**src/rtl/compare_seq_ctrl.sv**
```systemverilog
// compare_seq_ctrl: serial unsigned magnitude comparator built around a single
// 4-bit compare slice. It walks the latched operands MSB nibble first and stops
// at the first nibble that differs. If every nibble is equal, the latched
// cascade inputs (IGT/ILE/IEQ) decide the result. Handshake is start/busy/done.
module compare_seq_ctrl #(
  parameter int WIDTH = 16  // operand width; must be a multiple of 4
) (
  input  logic             clk,
  input  logic             rst,
  input  logic             start,
  input  logic [WIDTH-1:0] A,
  input  logic [WIDTH-1:0] B,
  input  logic             IGT,
  input  logic             ILE,
  input  logic             IEQ,
  output logic             busy,
  output logic             done,
  output logic             FGT,
  output logic             FLE,
  output logic             FEQ
);

  localparam int NIB = WIDTH / 4;
  localparam int IW  = (NIB > 1) ? $clog2(NIB) : 1;

  typedef enum logic [1:0] {
    IDLE = 2'd0,
    SCAN = 2'd1,
    DONE = 2'd2
  } state_t;

  state_t           state, state_nxt;
  logic [WIDTH-1:0] a_q, b_q;
  logic             igt_q, ile_q, ieq_q;
  logic [IW-1:0]    idx, idx_nxt;

  logic             load;
  logic             res_en;
  logic             fgt_nxt, fle_nxt, feq_nxt;
  logic [3:0]       a_nib, b_nib;

  // Select the nibble currently being examined by the shared compare slice.
  assign a_nib = a_q[{idx, 2'b00} +: 4];
  assign b_nib = b_q[{idx, 2'b00} +: 4];

  // Next-state, nibble index and result decode for the serial scan.
  always_comb begin
    // NOTE: every signal written here gets a default first, so no path leaves
    // a value unassigned and no latch is inferred.
    state_nxt = state;
    idx_nxt   = idx;
    load      = 1'b0;
    res_en    = 1'b0;
    fgt_nxt   = 1'b0;
    fle_nxt   = 1'b0;
    feq_nxt   = 1'b0;
    unique case (state)
      IDLE: begin
        if (start) begin
          load      = 1'b1;
          idx_nxt   = IW'(NIB - 1);
          state_nxt = SCAN;
        end
      end
      SCAN: begin
        if (a_nib > b_nib) begin
          res_en    = 1'b1;
          fgt_nxt   = 1'b1;
          state_nxt = DONE;
        end else if (a_nib < b_nib) begin
          res_en    = 1'b1;
          fle_nxt   = 1'b1;
          state_nxt = DONE;
        end else if (idx != '0) begin
          idx_nxt = idx - IW'(1);
        end else begin
          // All nibbles equal: the cascade bits decide. IEQ dominates; without
          // it, IGT/ILE pass straight through, including the 0/0 and 1/1 cases.
          res_en    = 1'b1;
          feq_nxt   = ieq_q;
          fgt_nxt   = ~ieq_q & igt_q;
          fle_nxt   = ~ieq_q & ile_q;
          state_nxt = DONE;
        end
      end
      DONE: begin
        state_nxt = IDLE;
      end
      default: begin
        state_nxt = IDLE;
      end
    endcase
  end

  // State, latched operands, registered handshake and result flags.
  always_ff @(posedge clk or posedge rst) begin
    if (rst) begin
      // NOTE: the operand copies are plain registers, not a memory, so they
      // are cleared with everything else and never hold stale data after reset.
      state <= IDLE;
      idx   <= '0;
      a_q   <= '0;
      b_q   <= '0;
      igt_q <= 1'b0;
      ile_q <= 1'b0;
      ieq_q <= 1'b0;
      busy  <= 1'b0;
      done  <= 1'b0;
      FGT   <= 1'b0;
      FLE   <= 1'b0;
      FEQ   <= 1'b0;
    end else begin
      // NOTE: non-blocking assignments so every register here samples the
      // pre-edge values, independent of statement order.
      state <= state_nxt;
      idx   <= idx_nxt;
      busy  <= (state_nxt != IDLE);
      done  <= (state_nxt == DONE);
      if (load) begin
        a_q   <= A;
        b_q   <= B;
        igt_q <= IGT;
        ile_q <= ILE;
        ieq_q <= IEQ;
      end
      if (res_en) begin
        FGT <= fgt_nxt;
        FLE <= fle_nxt;
        FEQ <= feq_nxt;
      end
    end
  end

endmodule

```
**config.mk**
```make
export PLATFORM = sky130hd
export DESIGN_NAME = compare_seq_ctrl
export DESIGN_NICKNAME = d
export VERILOG_FILES = /design/src/rtl/compare_seq_ctrl.sv
export SDC_FILE = /design/constraint.sdc
export NUM_CORES = 1
export LEC_CHECK = 0
export BUFFER_PORTS_ARGS = -buffer_cell sky130_fd_sc_hd__buf_2
export CAP_MARGIN = 15
export CORE_AREA = 2 2 66 68
export CTS_CLUSTER_DIAMETER = 200
export DETAILED_ROUTE_END_ITERATION = 16
export DIE_AREA = 0 0 68 70
export MAX_ROUTING_LAYER = met4
export PLACE_DENSITY = 0.75
export SKIP_LAST_GASP = 1
export SYNTH_ARGS = -nofsm -noshare
export SYNTH_HDL_FRONTEND = slang
export SYNTH_SLANG_ARGS = --single-unit
```
**constraint.sdc**
```tcl
create_clock -name clk -period 2.5 [get_ports clk]
set_input_delay 0.125 -clock clk [delete_from_list [all_inputs] [get_ports clk]]
set_output_delay 0.125 -clock clk [all_outputs]
set_load 0.05 [all_outputs]
```
======== After elaboration in Yosys (flattened, before gate mapping) ========
Cells that the tools add are included.
word-level totals
  bits in registers ....................... 44
  input port bits ......................... 38
  output and inout port bits .............. 5
  word-level logic and storage cells ...... 59
operators by class
  add/sub/neg operators ................... 1
  magnitude comparators ................... 2
  equality and inequality tests ........... 6
  shift-type cells ........................ 2
  muxes and demuxes ....................... 28
  bitwise logic cells ..................... 3
  reductions and logical operators ........ 5
operators with widths
  operator                                                            number
  16-bit by 5-bit indexed part select with 4-bit output               2
  1-bit 2-to-1 mux                                                    18
  2-bit 2-to-1 mux                                                    8
  2-bit inequality test, second input constant                        4
  2-bit one-hot mux with 2 select lines                               2
  2-bit nonzero test                                                  3
  5-bit AND reduction                                                 1
  4-bit greater-than comparator                                       1
  4-bit less-than comparator                                          1
  1-bit AND                                                           2
  2-bit by 1-bit == test with 1-bit output, second input constant     1
  2-bit == test, second input constant                                1
  2-bit zero test                                                     1
  2-bit by 1-bit subtractor with 2-bit output, second input constant  1
  1-bit inverter                                                      1

======== Depth between registers and ports, before layout ========
Gate-level depths: netlist (run 1).
  depth in word-level cells ............... 6
  depth in mapped cells ................... 8
  mapped depth without buffers ............ 7

======== Worst setup path after synthesis (run 1) ========
OpenSTA, ideal clock, no wires.
  path type ............................... reg2reg
  from .................................... reg idx[0]
  to ...................................... reg idx[0]
  data arrival time ....................... 2.009 ns
  slack ................................... 0.411 ns
  stages on the path, launching flop included .. 8
  buffers on the path ..................... 1
  cell sequence ........................... dfrtp_1 buf_4 mux4_2 ha_1 a21oi_1 nand3b_1 nand3_1 mux2i_1
between the ends
  longest elaborated chain between the ends .. 5
  elaborated cells between the ends (all ways) .. 14
  those cells by class .................... add/sub (1); order compare (2); eq/ne (3); shift (2); mux (4); reduce/logical (2)
RTL lines
  element                                                             RTL line  RTL
  start: declaration                                                  35        logic [IW-1:0] idx, idx_nxt;
  start signal: assignment                                            116       idx <= idx_nxt;
  branches (longest 5 deep; another with 4-bit less-than comparator)  --
Parallel ways; which one is timed is not known. The select of a mux whose other input is x is not followed.
A chain may end at the register's enable or synchronous reset.

======== Worst setup path after layout (run 1) ========
  from .................................... reg idx[0]
  to ...................................... reg FEQ
between the ends
  longest elaborated chain between the ends .. 5
  elaborated cells between the ends (all ways) .. 13
  those cells by class .................... order compare (2); shift (2); mux (8); reduce/logical (1)
RTL lines
  element                                                                        RTL line  RTL
  16-bit by 5-bit indexed part select with 4-bit output (tied with other cells)  43        assign a_nib = a_q[{idx, 2'b00} +: 4];
  4-bit less-than comparator or 1-bit 2-to-1 mux (tied branches)                 70, 74
  1-bit 2-to-1 mux                                                               70        end else if (a_nib < b_nib) begin
  1-bit 2-to-1 mux                                                               66        if (a_nib > b_nib) begin
  1-bit 2-to-1 mux                                                               57        unique case (state)
  end signal: assignment                                                         129       FEQ <= feq_nxt;
  end: declaration                                                               20        output logic FEQ
Several ways; a longest one is shown, not always the timed one.

==> qor.txt, run 1 <==
cts-stage hold buffer count -> 1
Buf+Inv Stages, Crit Path -> 1
vias per std cell -> 5.30
Max VDD drop -> 0.595 mV
crit-path cells -> buf_4 -> mux4_2 -> ha_1 -> a21oi_1 -> nand3b_1 -> a21oi_1 -> o22ai_1
Yosys cell types -> 26
total negative slack -> 0 ps
CORE AREA -> 4140 um2
Filler cells -> 360
CTS tree -> yes
I/O pin cnt -> 43
H-tree Lvls -> 2
WL final -> 3.48 mm
largest net degree at the start of global routing -> 45
Max FO, Critical Path -> 8
Max Fclk -> 0.450 GHz
initial antenna violation count -> 0
die footprint -> 4760 um2
Slew Limit Headroom -> 63.6%
final worst clock skew -> 7.61 ps
Final Critical Period -> 2220 ps
Die Ht -> 70 um
flop and latch count out of synthesis -> 44
antenna diode count -> 0
Placement Setup Slack -> 317 ps
period utilization -> 88.9%
flop2flop setup slack -> 280 ps
drt drc -> 0
setup repair after global routing missed its margin -> false
Post-Syn Area -> 2050 um2
Worst Path Required -> 2670 ps
Hold Path Depth -> 2
Critical Path Start Type -> flip-flop
post-layout net count -> 229
Worst path slowest cell -> mux4_2
R2R depth -> 7
vias in the first global route -> 1343
Critical path destination -> FEQ
critical path's largest stage delay -> 510 ps
detailed placement HPWL -> 2.61 mm
Arr. time, crit path -> 2390 ps
# Post-CTS Setup Buffers -> 0
count of port buffers added during placement -> 42
P_leak -> 1.15 nW
hold slack -> 53.1 ps
Final Hold Fails -> 0
most used cell, CP -> a21oi_1
first-pass GRT wire length -> 5.92 mm
Crit. End Element -> flip-flop
Worst-Margin Slew -> 546 ps
clock latency on the worst-skew pair -> 300 ps
Die Width -> 68 um
Synth Instances -> 138
share of cells above drive strength 1 -> 52.4%
multi-input logic area -> 857 um2
min-delay worst type -> input pin to flip-flop
GR Util All Layers -> 17.3%
TritonCTS Buffers -> 5
MaxCap Viol Count -> 0
clock sinks -> 44
crit path kind -> flip-flop to flip-flop
initial DRC count -> 50
routed via count -> 1267
Worst Setup SP -> idx[0]
Pre-antenna DRT Iters -> 4
GRT overflow -> 0
Placed Cells incl. Taps -> 230
max-slew violation count -> 0
Top delay family on crit path -> compound AO/OA/AOI/OAI gates
Reg clk slew, reported paths -> 80 ps
register area -> 1100 um2
r2r startpoint -> idx[0]
Final GP Congestion -> 0.859
CP Depth -> 7
final std cells w/o fill -> 239
syn_area_per_cell -> 14.8 um2
Initial Util -> 49.4%
Worst R2R End -> FEQ
endpoints failing setup -> 0
post-route ant nets -> 0
Layout area overhead -> 17.5%
PwrDens -> 1190 nW/um2
Avg WL per Cell -> 14.6 um
CTS Root Cell -> clkbuf_8
Final WS setup -> 277 ps
syn nets -> 181
warnings from Yosys -> 0
Total Power -> 0.00286 W
Seq/Total Area, Yosys -> 53.8%
clock buffer depth -> 2
status -> complete, no violations
cell row count -> 24
cts repair resizes -> 0
report_power, final:
part / switching (W) / internal [W]
registers: 0.000180 / 0.00105
logic: 0.000531 / 0.000652
clock network: 0.000227 / 0.000225
through the flow:
stage	utilization, %	cell area, um2
after global routing	58.0	2400
after CTS	58.0	2400
after global placement	55.6	2300
final	58.0	2400
after detailed placement	55.6	2300
after floorplan	-	2050
cell type report:
class	count	share of cell area (%)
clock buffers	8	3.75
inverters	11	1.72
multi-input cells	77	35.6
flip-flops and latches	44	45.8
well taps	52	2.71
repair buffers	47	10.4
registers in the layout (all words and copies together) (netlist names):
signal / cells
a_q: 16
FEQ: 1
busy: 1
ieq_q: 1
FGT: 1
FLE: 1
igt_q: 1
done: 1
ile_q: 1
state: 2
idx: 2
b_q: 16
Yosys cell counts (all sizes together):
library cell | count | area share, %
inv | 11 | 2.0
mux2i | 2 | 0.98
o21ai | 1 | 0.24
nor2 | 4 | 0.73
a32o | 1 | 0.49
o22ai | 1 | 0.31
nor3b | 2 | 0.98
nand3b | 2 | 0.73
nand2b | 5 | 1.5
ha | 5 | 3.1
and2b | 1 | 0.43
buf | 6 | 2.6
a21oi | 4 | 0.98
dfrtp | 44 | 54
a31oi | 1 | 0.31
mux4 | 8 | 8.8
a22oi | 1 | 0.37
mux2 | 35 | 20
nand4 | 1 | 0.31
a21bo | 1 | 0.49
nand3 | 2 | 0.49
worst reg2reg max path: cells and delay by family, from the launching register on:
family | cells | cell delay [ps]
compound gates | 3 | 560
mux | 1 | 510
flops | 1 | 360
fa+ha+maj | 1 | 340
buf+inv | 1 | 180
simple gates | 1 | 140
metal layers:
metal	track usage [%]	share of wire, %	vias up
met2	26.6	51	32
met3	6.12	5.7	9
met1	20.9	41	637
li1	-	-	589
met4	6.00	2.2	0
met5	-	0	-
placed cells by master (no fill, tap or decap), drive strengths merged, types with 2 or more instances in the layout:
master,n
clkbuf,8
nand3b,2
nor3b,2
a21oi,4
buf,46
mux2i,2
dfrtp,44
ha,5
nor2,4
nand3,2
mux2,35
inv,11
nand2b,5
mux4,8
worst min path at each step:
stage / end / slack [ps] / startpoint
4_1_cts: b_q[1] / 50 / B[1]
3_5_place_dp: b_q[8] / 300 / rst
3_3_place_gp: b_q[8] / 270 / rst
6_report: b_q[1] / 50 / B[1]
5_1_grt: a_q[3] / 40 / A[3]
2_1_floorplan: a_q[0] / 270 / A[0]
kinds of logic after synthesis:
family / share of synthesized area [%]
AOI/OAI and AO/OA: 3.18
adders and majority gates: 3.06
buffers and inverters: 4.64
DFF: 53.8
muxes: 30.1
and+or+nand+nor: 5.20
(Power assumes the default switching activity.)
==> run 2: changes to the inputs <==
--- a/config.mk
+++ b/config.mk
@@ -7,12 +7,11 @@
 export LEC_CHECK = 0
 export BUFFER_PORTS_ARGS = -buffer_cell sky130_fd_sc_hd__buf_2
 export CAP_MARGIN = 15
-export CORE_AREA = 2 2 66 68
+export CORE_AREA = 2 2 80 82
 export CTS_CLUSTER_DIAMETER = 200
 export DETAILED_ROUTE_END_ITERATION = 16
-export DIE_AREA = 0 0 68 70
+export DIE_AREA = 0 0 82 84
 export MAX_ROUTING_LAYER = met4
-export PLACE_DENSITY = 0.75
 export SKIP_LAST_GASP = 1
 export SYNTH_ARGS = -nofsm -noshare
 export SYNTH_HDL_FRONTEND = slang
==> run 2 against run 1 <==
Global-route usage is 5.2 points lower. Hold slack improved by 2.8 ps. Combinational power is essentially flat. Critical endpoint is now idx[0]. Largest cell class unchanged. Largest power group unchanged. Highest routed layer unchanged.
==> qor.txt, run 2 (synthesized netlist as in run 1, its figures left out) <==
status -> complete, no violations
total negative slack -> 0 ps
hold slack -> 55.9 ps
antenna diode count -> 0
Slew Limit Headroom -> 71.6%
I/O pin cnt -> 43
TritonCTS Buffers -> 5
P_leak -> 1.16 nW
Layout area overhead -> 20.4%
Placed Cells incl. Taps -> 255
Worst Setup SP -> idx[0]
Arr. time, crit path -> 2450 ps
routed via count -> 1221
vias in the first global route -> 1245
max-slew violation count -> 0
crit-path cells -> buf_4 -> mux4_2 -> ha_1 -> a21oi_1 -> nand3b_1 -> nand3_1 -> mux2i_1
multi-input logic area -> 857 um2
setup repair after global routing missed its margin -> false
H-tree Lvls -> 2
Max FO, Critical Path -> 11
clock sinks -> 44
clock latency on the worst-skew pair -> 290 ps
CORE AREA -> 6100 um2
clock buffer depth -> 2
Pre-antenna DRT Iters -> 4
Final GP Congestion -> 0.769
Max Fclk -> 0.447 GHz
Final Hold Fails -> 0
commonest cells after routing, fill and taps aside -> dfrtp_1 (44), buf_2 (42), mux2_2 (29)
post-layout net count -> 230
# Post-CTS Setup Buffers -> 0
crit path kind -> flip-flop to flip-flop
detailed placement HPWL -> 2.66 mm
largest net degree at the start of global routing -> 29
r2r startpoint -> idx[0]
final std cells w/o fill -> 265
Avg WL per Cell -> 13.7 um
period utilization -> 89.5%
Worst path slowest cell -> mux4_2
commonest non-fill, non-tap cell in the layout -> dfrtp_1
Top delay family on crit path -> multiplexers
initial DRC count -> 36
Filler cells -> 577
min-delay worst type -> input pin to flip-flop
endpoints failing setup -> 0
vias per std cell -> 4.61
Die Ht -> 84 um
MaxCap Viol Count -> 0
CTS Root Cell -> clkbuf_8
Buf+Inv Stages, Crit Path -> 1
cell row count -> 29
register area -> 1100 um2
Worst Path Required -> 2720 ps
die footprint -> 6890 um2
Crit. End Element -> flip-flop
Critical Path Start Type -> flip-flop
final worst clock skew -> 5.87 ps
PwrDens -> 1160 nW/um2
initial antenna violation count -> 0
GR Util All Layers -> 12.1%
post-route ant nets -> 0
CTS tree -> yes
Reg clk slew, reported paths -> 80 ps
WL final -> 3.64 mm
HP Start -> A[5]
Initial Util -> 33.6%
first-pass GRT wire length -> 6.05 mm
count of port buffers added during placement -> 42
top flop regs -> a_q (16), b_q (16)
critical path's largest stage delay -> 530 ps
drt drc -> 0
Worst-Margin Slew -> 426 ps
Max VDD drop -> 0.585 mV
Die Width -> 82 um
GRT overflow -> 0
share of cells above drive strength 1 -> 52.7%
Final Critical Period -> 2240 ps
## run 2: cell count changes in the layout (fill, tap and decap cells not counted)
cell / change
buf_16: +1
clkinv_1: +1
inv_1: -1
## run 2: where the power goes
| part | internal (W) | switching [W] | leakage (nW) |
|---|---|---|---|
| combinational | 0.000659 | 0.000535 | 0.601 |
| clock | 0.000225 | 0.000224 | 0.0455 |
| sequential | 0.00105 | 0.000172 | 0.515 |
## run 2: area by class of cell
| type | count | area share [%] |
|---|---|---|
| clock buffer | 8 | 3.66 |
| sequential | 44 | 44.7 |
| multi-input combinational | 77 | 34.8 |
| timing repair buffer | 48 | 11.3 |
| tap | 77 | 3.91 |
| inverter | 11 | 1.68 |
## run 2: metal layers
metal	up-vias	share of wire, %	track usage [%]
met2	35	46	16.6
met4	0	1.8	5.00
met1	591	47	16.7
met3	5	5.4	3.46
li1	590	-	-
met5	-	0	-
## run 2: path summary, 6_finish.rpt
path	to	slack (ps)	cells past startpoint
min in group asynchronous	a_q[11]	270	3
worst min-delay path	a_q[5]	60	2
worst max-delay path	idx[0]	260	7
worst max register to register	idx[0]	260	7
worst min register to register	b_q[8]	510	1
max in group asynchronous	a_q[4]	1580	5
## run 2: stage by stage
stage	setup WS [ps]	total power (W)	cell area, um2	util (%)
final	264	0.00286	2460	40.4
after global routing	121	0.00308	2460	40.4
after CTS	248	0.00291	2440	40.0
after detailed placement	270	0.00244	2340	38.3
after global placement	332	0.00242	2340	38.3
after floorplan	411	0.00220	2050	-
## run 2: worst reg2reg max path, stage by stage (launching register included)
cell and delay [ps]:
dfrtp_1 320, buf_4 220, mux4_2 540, ha_1 340, a21oi_1 210, nand3b_1 140
nand3_1 190, mux2i_1 200
## run 2: what timing repair did
action / 4_1_cts / 5_1_grt
hold buffers: 1 / 0
gates resized for setup: 0 / 0
endpoints found under the hold margin: 27 / 0
